[src/rtl/branch_resolve_unit.sv]
// Execute-stage branch resolver: target/next-PC selection plus a circular return-address stack.
// Latency one cycle, registered outputs only; no backpressure, one operation accepted per cycle.
module branch_resolve_unit #(
    parameter int WordSize = 32,
    parameter int RasDepth = 4
) (
    input  logic                          clk,
    input  logic                          rstn,
    input  logic                          flush,
    input  logic                          in_valid,
    input  logic [1:0]                    addr_mode,
    input  logic                          branch_taken,
    input  logic                          is_call,
    input  logic [WordSize-1:0]           imm,
    input  logic [WordSize-1:0]           rs1d,
    input  logic [WordSize-1:0]           pc_in,
    output logic                          out_valid,
    output logic                          redirect_valid,
    output logic [WordSize-1:0]           branch_addr,
    output logic [WordSize-1:0]           npc,
    output logic                          misalign,
    output logic [$clog2(RasDepth+1)-1:0] ras_count
);

    localparam int PtrW = $clog2(RasDepth);
    localparam int CntW = $clog2(RasDepth + 1);

    logic [WordSize-1:0] ras_mem [RasDepth];
    logic [PtrW-1:0]     ras_ptr;
    logic [CntW-1:0]     ras_cnt;

    logic                acc;
    logic                ras_empty;
    logic [WordSize-1:0] reg_sum;
    logic [WordSize-1:0] reg_tgt;
    logic [WordSize-1:0] tgt;
    logic                mis;
    logic                ras_upd;
    logic                do_push;
    logic                do_pop;
    logic [WordSize-1:0] link;
    logic [PtrW-1:0]     wr_idx;

    always_comb begin
        acc       = in_valid & ~flush;
        ras_empty = (ras_cnt == '0);
        reg_sum   = imm + rs1d;
        reg_tgt   = {reg_sum[WordSize-1:1], 1'b0};
        tgt       = pc_in + imm;
        case (addr_mode)
            2'b01:   tgt = reg_tgt;
            // A return with nothing stacked falls back to the register-relative target.
            2'b10:   tgt = ras_empty ? reg_tgt : ras_mem[ras_ptr];
            default: tgt = pc_in + imm;
        endcase
        mis     = branch_taken & (tgt[1:0] != 2'b00);
        ras_upd = acc & branch_taken & ~mis;
        do_push = ras_upd & is_call;
        do_pop  = ras_upd & (addr_mode == 2'b10) & ~ras_empty;
        link    = pc_in + WordSize'(4);
        // Return-call replaces the top in place; a plain push goes one slot above it.
        wr_idx  = do_pop ? ras_ptr : ras_ptr + PtrW'(1);
    end

    always_ff @(posedge clk) begin
        if (do_push) begin
            ras_mem[wr_idx] <= link;
        end
    end

    always_ff @(posedge clk or negedge rstn) begin
        if (!rstn) begin
            ras_ptr <= '0;
            ras_cnt <= '0;
        end else if (do_push && !do_pop) begin
            ras_ptr <= ras_ptr + PtrW'(1);
            if (ras_cnt != CntW'(RasDepth)) begin
                ras_cnt <= ras_cnt + CntW'(1);
            end
        end else if (do_pop && !do_push) begin
            ras_ptr <= ras_ptr - PtrW'(1);
            ras_cnt <= ras_cnt - CntW'(1);
        end
    end

    always_ff @(posedge clk or negedge rstn) begin
        if (!rstn) begin
            out_valid      <= 1'b0;
            redirect_valid <= 1'b0;
            misalign       <= 1'b0;
            branch_addr    <= '0;
            npc            <= '0;
        end else begin
            out_valid      <= acc;
            redirect_valid <= acc & branch_taken & ~mis;
            misalign       <= acc & mis;
            if (acc) begin
                branch_addr <= tgt;
                npc         <= branch_taken ? tgt : pc_in;
            end
        end
    end

    assign ras_count = ras_cnt;

endmodule

[config.mk]
export PLATFORM = sky130hd
export DESIGN_NAME = branch_resolve_unit
export DESIGN_NICKNAME = d
export VERILOG_FILES = /design/src/rtl/branch_resolve_unit.sv
export SDC_FILE = /design/constraint.sdc
export NUM_CORES = 1
export LEC_CHECK = 0
export CORE_ASPECT_RATIO = 0.75
export CORE_MARGIN = 5
export CORE_UTILIZATION = 50
export DETAILED_ROUTE_END_ITERATION = 8
export HOLD_SLACK_MARGIN = 0.12
export PLACE_DENSITY = 0.75
export SETUP_SLACK_MARGIN = 0.02
export SLEW_MARGIN = 25
export SYNTH_ARGS = -nofsm -noshare
export SYNTH_HDL_FRONTEND = slang
export SYNTH_SLANG_ARGS = --single-unit
[constraint.sdc]
create_clock -name clk -period 9.4 [get_ports clk]
set_clock_uncertainty 0.05 [all_clocks]
set_input_delay 1.41 -clock clk [delete_from_list [all_inputs] [get_ports clk]]
set_output_delay 1.41 -clock clk [all_outputs]
set_load 0.01 [all_outputs]
# Word-level counts from Yosys, hierarchy flattened
# Memories as Yosys holds them, arrays and structs flattened.
# Index checks and enable logic that the tools add are counted.
dict set report word_totals {
  regBits 72
  ramBits 128
  input_bits 104
  out_inout_bits 70
  word_cells 49
  mem_count 1
}
dict set report op_classes {
  add_sub_neg 7
  n_eq_ne 4
  mux 11
  bitwise 11
  n_reduce_logical 8
}
# name words width rd rd_clocked_by_memory_dff write_ports line_no
set mem_list {}
lappend mem_list {ras_mem 4 32 1 0 1 28} ;# logic [WordSize-1:0] ras_mem [RasDepth];
# op n
set ops {}
lappend ops {{32-bit adder} 2}
lappend ops {{32-bit two-way mux} 2}
lappend ops {{32-bit one-hot mux with 2 select lines} 1}
lappend ops {{32-bit by 3-bit adder with 32-bit output (second input constant)} 1}
lappend ops {{3-bit two-way mux} 3}
lappend ops {{1-bit bitwise AND} 8}
lappend ops {{2-bit two-way mux} 3}
lappend ops {{2-bit nonzero test} 2}
lappend ops {{3-bit by 1-bit adder with 3-bit output (second input constant)} 1}
lappend ops {{3-bit logical NOT} 1}
lappend ops {{3-bit inequality test (second input constant)} 1}
lappend ops {{1-bit NOT} 3}
lappend ops {{3-bit by 1-bit subtractor with 3-bit output (second input constant)} 1}
lappend ops {{2-bit by 1-bit adder with 2-bit output (second input constant)} 1}
lappend ops {{2-bit by 1-bit equality test with 1-bit output (second input constant)} 1}
lappend ops {{2-bit equality test (second input constant)} 1}
lappend ops {{1-bit logical AND} 2}
lappend ops {{1-bit logical NOT} 2}
lappend ops {{1-bit two-way mux} 2}
lappend ops {{2-bit by 1-bit inequality test with 1-bit output (second input constant)} 1}
lappend ops {{2-bit AND reduction} 1}
lappend ops {{2-bit by 1-bit subtractor with 2-bit output (second input constant)} 1}

# Longest topological paths before layout
dict set report logic_depth {
  depth_word 13
  mapped_depth 16
  mapped_depth_nobuf 14
}

# Worst setup path after synthesis
# Ideal clock, no wire load.
dict set report synth_timing {
  kind {input -> register}
  start {input port addr_mode[0]}
  end {memory ras_mem[0][0], enable pin}
  arrival_time_ps 4625
  required_ps 8918
  setup_slack_ps 4293
  cell_stages 11
  path_buffers 1
  cell_sequence {inv_1 ha_1 buf_2 inv_1 and2_1 a22oi_2 nor2b_1 and2_2 nand2_2 or3_1 a21oi_1}
}
dict set report synth_via {
  elab_chain_cells 9
  elab_cells_between_ends 13
  cone_classes {eq/ne: 2; mux: 4; bitwise: 6; reduce/logical: 1}
}
# item line_no
set synth_rtl {}
lappend synth_rtl {{from (decl)} 11} ;# input logic [1:0] addr_mode,
lappend synth_rtl {{2-bit equality test or 2-bit by 1-bit equality test with 1-bit output (tied branches)} 50} ;# case (addr_mode)
lappend synth_rtl {{32-bit one-hot mux with 2 select lines (*)} 50}
lappend synth_rtl {{2-bit nonzero test (*)} 56} ;# mis = branch_taken & (tgt[1:0] != 2'b00);
lappend synth_rtl {{1-bit bitwise AND (*)} 56}
lappend synth_rtl {{1-bit NOT (*)} 57} ;# ras_upd = acc & branch_taken & ~mis;
lappend synth_rtl {{1-bit bitwise AND (*)} 57}
lappend synth_rtl {{net ras_upd} 38} ;# logic ras_upd;
lappend synth_rtl {{1-bit bitwise AND, on equally long branches} {59, 58}}
lappend synth_rtl {{1-bit bitwise AND or 1-bit two-way mux (tied branches)} {59, 66}}
lappend synth_rtl {{2-bit two-way mux or 1-bit two-way mux (tied branches)} {62, 67}}
lappend synth_rtl {{to (decl)} 28}
# Mark *: on every way through the listed nets, which the timed path passes. The rest lies on a longest branch.

# Worst setup path in the final report
dict set report layout_timing {
  start {input port addr_mode[0]}
  end {register ras_cnt[1], in the netlist ras_count[1]}
}
dict set report layout_via {
  elab_chain_cells 12
  elab_cells_between_ends 18
  cone_classes {eq/ne: 3; mux: 2; bitwise: 6; reduce/logical: 7}
}
# item line_no
set layout_rtl {}
lappend layout_rtl {{2-bit equality test or 2-bit by 1-bit equality test with 1-bit output (tied branches)} 50}
lappend layout_rtl {{32-bit one-hot mux with 2 select lines (*)} 50}
lappend layout_rtl {{2-bit nonzero test (*)} 56}
lappend layout_rtl {{1-bit bitwise AND (*)} 56}
lappend layout_rtl {{1-bit NOT (*)} 57}
lappend layout_rtl {{1-bit bitwise AND (*)} 57}
lappend layout_rtl {{net ras_upd} 38}
lappend layout_rtl {{1-bit bitwise AND (2 in series)} 59} ;# do_pop = ras_upd & (addr_mode == 2'b10) & ~ras_empty;
lappend layout_rtl {{1-bit logical NOT} 75} ;# end else if (do_push && !do_pop) begin
lappend layout_rtl {{1-bit logical AND} 75}
lappend layout_rtl {{2-bit by 1-bit inequality test with 1-bit output (no source line) or 2-bit nonzero test (tied branches)} n/a}
lappend layout_rtl {{2-bit AND reduction (no source line)} n/a}
lappend layout_rtl {{to (signal assigned)} 78} ;# ras_cnt <= ras_cnt + CntW'(1);
lappend layout_rtl {{to (signal assigned)} 82} ;# ras_cnt <= ras_cnt - CntW'(1);
lappend layout_rtl {{to (decl)} 30} ;# logic [CntW-1:0] ras_cnt;
# Marks and branches as above.
# A chain may end at the register's enable or synchronous reset.

==> results.md <==
* Final HPWL DP at approximately 28 mm
* Max Used Layer: met4
* IO Count at 174
* Worst min path class: reg2reg
* Status: complete, no violations
* Tcrit/Tclk final at 0.613
* Yosys top cell by area: edfxtp_1
* Total of max-cap violations at 0
* Commonest non-fill, non-tap cell in the layout: clkdlybuf4s50_1
* Initial antenna violation count at 0
* Power per cell area at 190 nW/µm²
* CTS clk-pin slew, worst paths at approximately 0.080 ns
* Die footprint at 27400 µm²
* Number of diodes at 0
* Core ar. at about 24000 µm²
* Peak supply drop at 132 µV
* Register Area at around 5600 µm²
* First-pass GRT wire length at between 50 and 60 mm
* Cell internal pwr at around 1.8 mW
* Vias per cell at 6.25
* Row Count at 49
* Setup TNS at 0 ns
* Net Sw Frac at 0.338
* PostCTS Resize Cnt at 0
* Cts hold-fix bufs at 0
* Max clock buf depth at 2
* Final weighted congestion of routability-driven global placement at 1.03
* Post-CTS setup buffers at 0
* Seq pwr share at 0.386
* Syn Std Cell Area at about 12000 µm²
* Most used DFF post-synth: edfxtp_1
* Via count at around 9800
* Clock share of power at 0.257
* Setup crit start kind: input port
* CTS tree: built
* Vias in the first global route at around 9000
* Avg Inst Size Synth at about 11 µm²
* Post-synth top area share at 0.318
* Clock sink count at 200
* Max Clk Rate at approximately 0.17 GHz
* Synth-to-Final Area Change at 21.4%
* Total GRT Usage at 0.268
* Met2 wire length at 15.2 mm
* Most frequent cells in the layout: 172 x clkdlybuf4s50_1, 128 x edfxtp_1, 111 x nand2_1
* Metal3 WL at a little over 4 mm
* GR Overflow Total at 0
* Crit path DAT at around 6.1 ns
* Crit. End Element: flop
* Clock Tree Root: clkbuf_16
* Share of layout cells above drive strength 1 at 0.0829
* Fin cells at about 1600
* DR iter-0 viols at around 900
* Critical path peak fanout at 27
* Filler cell count at just under 2000
* Final Critical Period at 5.77 ns
* WL final at around 37 mm
* Synth warn at 0
* Worst slew pin tran at 0.931 ns
* Top cells by area, synth: edfxtp_1 32%, dfrtp_1 15%, ha_1 6.8%
* Placed cells at between 1500 and 2000
* Syn Nets at approximately 1300
* Remaining DRCs at 0
* Die W at roughly 190 µm
* Drt pass-1 iters at 8
* Post-synth EDFFs at between 100 and 150
* Seq cells post-synth at 200
* Combinational share of power at 0.357
* TritonCTS buffer count at 17
* Final Slew Violations at 0
* Antenna-violating nets left at 0
* Largest net degree at the start of global routing at between 70 and 80
* IO Port Bufs at 173
* Routed wire per std cell at around 23 µm
* NumNets Final at roughly 1400
* Worst EP required at 9.69 ns
* Met1 Routed Length at around 17 mm
* Crit path kind: in2reg
* Netlist cell types at 75
* Leakage power at around 5.6 nW
* Endpoints failing setup at 0
* Multi-input gate area at around 6000 µm²
* Unrepaired setup endpoints after global routing: no
* Starting Density at 0.506
* R2R setup slack at approximately 5.5 ns
* Slew headroom at 0.379
* H-tree depth at 4
* Total Power at around 2.8 mW
* Post-Syn Instances at roughly 1100
* Async S/R FF share, synth at 0.360
* Sequential fraction of the synthesis area at 0.468
* Final hold viol count at 0
* DIE HEIGHT at 145 µm
* Psw at 0.942 mW
* Worst skew pair latency at roughly 0.45 ns
[worst max-delay path, stage by stage]
cell and delay [ns]:
clkdlybuf4s50_1 0.48, inv_1 0.05, ha_1 0.89, inv_1 0.58, and2_1 0.54, a22oi_2 0.31, nor2b_1 0.19, and2_2 0.22
nand2_1 0.17, inv_1 0.13, ha_1 0.32, inv_1 0.09, fa_1 0.44, o22a_1 0.22
[cells in the mapped netlist, types with 7 or more instances]
master	count
xnor2_1	53
ha_1	66
a21oi_1	80
nand3_1	22
nand2b_1	12
a21o_1	35
edfxtp_1	128
o211ai_1	11
nor2_1	49
a31oi_1	11
and4_1	7
inv_1	25
nand4_1	15
dfrtp_1	72
nand2_1	111
and3_1	16
o21ai_0	87
mux4_2	32
nor3b_1	13
clkbuf_1	31
a211oi_1	11
buf_2	18
o21ai_1	26
nor3_1	17
xor2_1	35
[power groups by stage]
stage	clock network, mW	registers (mW)	logic (mW)
global placement	0	1.09	0.965
floorplan	0	1.11	0.547
finish	0.716	1.07	0.994
CTS	0.729	1.07	0.981
global route	0.765	1.08	1.06
detailed placement	0	1.09	0.976
[worst paths after layout]
check	startpoint	endpoint	cells after the start
worst max register to register	ras_count[1]$_DFFE_PN0P_	ras_count[1]$_DFFE_PN0P_	11
min in group asynchronous	rstn	ras_count[2]$_DFFE_PN0P_	1
worst min register to register	npc[15]$_DFFE_PN0P_	npc[15]$_DFFE_PN0P_	1
worst max-delay path	addr_mode[0]	ras_count[1]$_DFFE_PN0P_	14
max in group asynchronous	rstn	npc[15]$_DFFE_PN0P_	2
worst min-delay path	npc[15]$_DFFE_PN0P_	npc[15]$_DFFE_PN0P_	1
[registers in the layout (all words and copies together) (netlist names)]
| name | count |
|---|---|
| npc | 32 |
| branch_addr | 32 |
| redirect_valid | 1 |
| out_valid | 1 |
| misalign | 1 |
| ras_ptr | 2 |
| ras_mem | 128 |
| ras_count | 3 |
[metal layers]
layer	global-route usage	up-vias
met2	0.377	516
met4	0.0734	0
met3	0.0586	40
li1	-	4488
met1	0.419	4788
met5	0	-
[per-stage QoR]
stage	setup slack [ns]	hold slack, ns	area, µm²	utilization
global route	3.35	0.453	14700	0.614
CTS	3.74	0.432	14600	0.613
global placement	3.42	0.412	14100	0.589
detailed placement	3.26	0.416	14100	0.589
finish	3.63	0.427	14700	0.614
floorplan	4.29	0.464	12100	-
[kinds of logic (layout without fill, tap and decap cells)]
| family | after synthesis | in the layout | synth area share |
|---|---|---|---|
| multiplexers | 41 | 41 | 0.0676 |
| flip-flops | 200 | 200 | 0.468 |
| AND/OR/NAND/NOR | 290 | 290 | 0.117 |
| AO/OA/AOI/OAI | 339 | 339 | 0.185 |
| buffers and inverters | 77 | 240 | 0.0258 |
| adder cells (fa/ha/maj) | 69 | 69 | 0.0734 |
| XOR/XNOR | 88 | 88 | 0.0639 |
[cell type report]
cell class / count / share of cell area
Clock buffer: 17 / 0.0290
Clock inverter: 15 / 0.00991
Inverter: 25 / 0.00641
Multi-Input combinational cell: 827 / 0.419
Sequential cell: 200 / 0.385
Tap cell: 306 / 0.0261
Timing Repair Buffer: 183 / 0.125
Note: power is estimated with default switching activity, not from simulation.
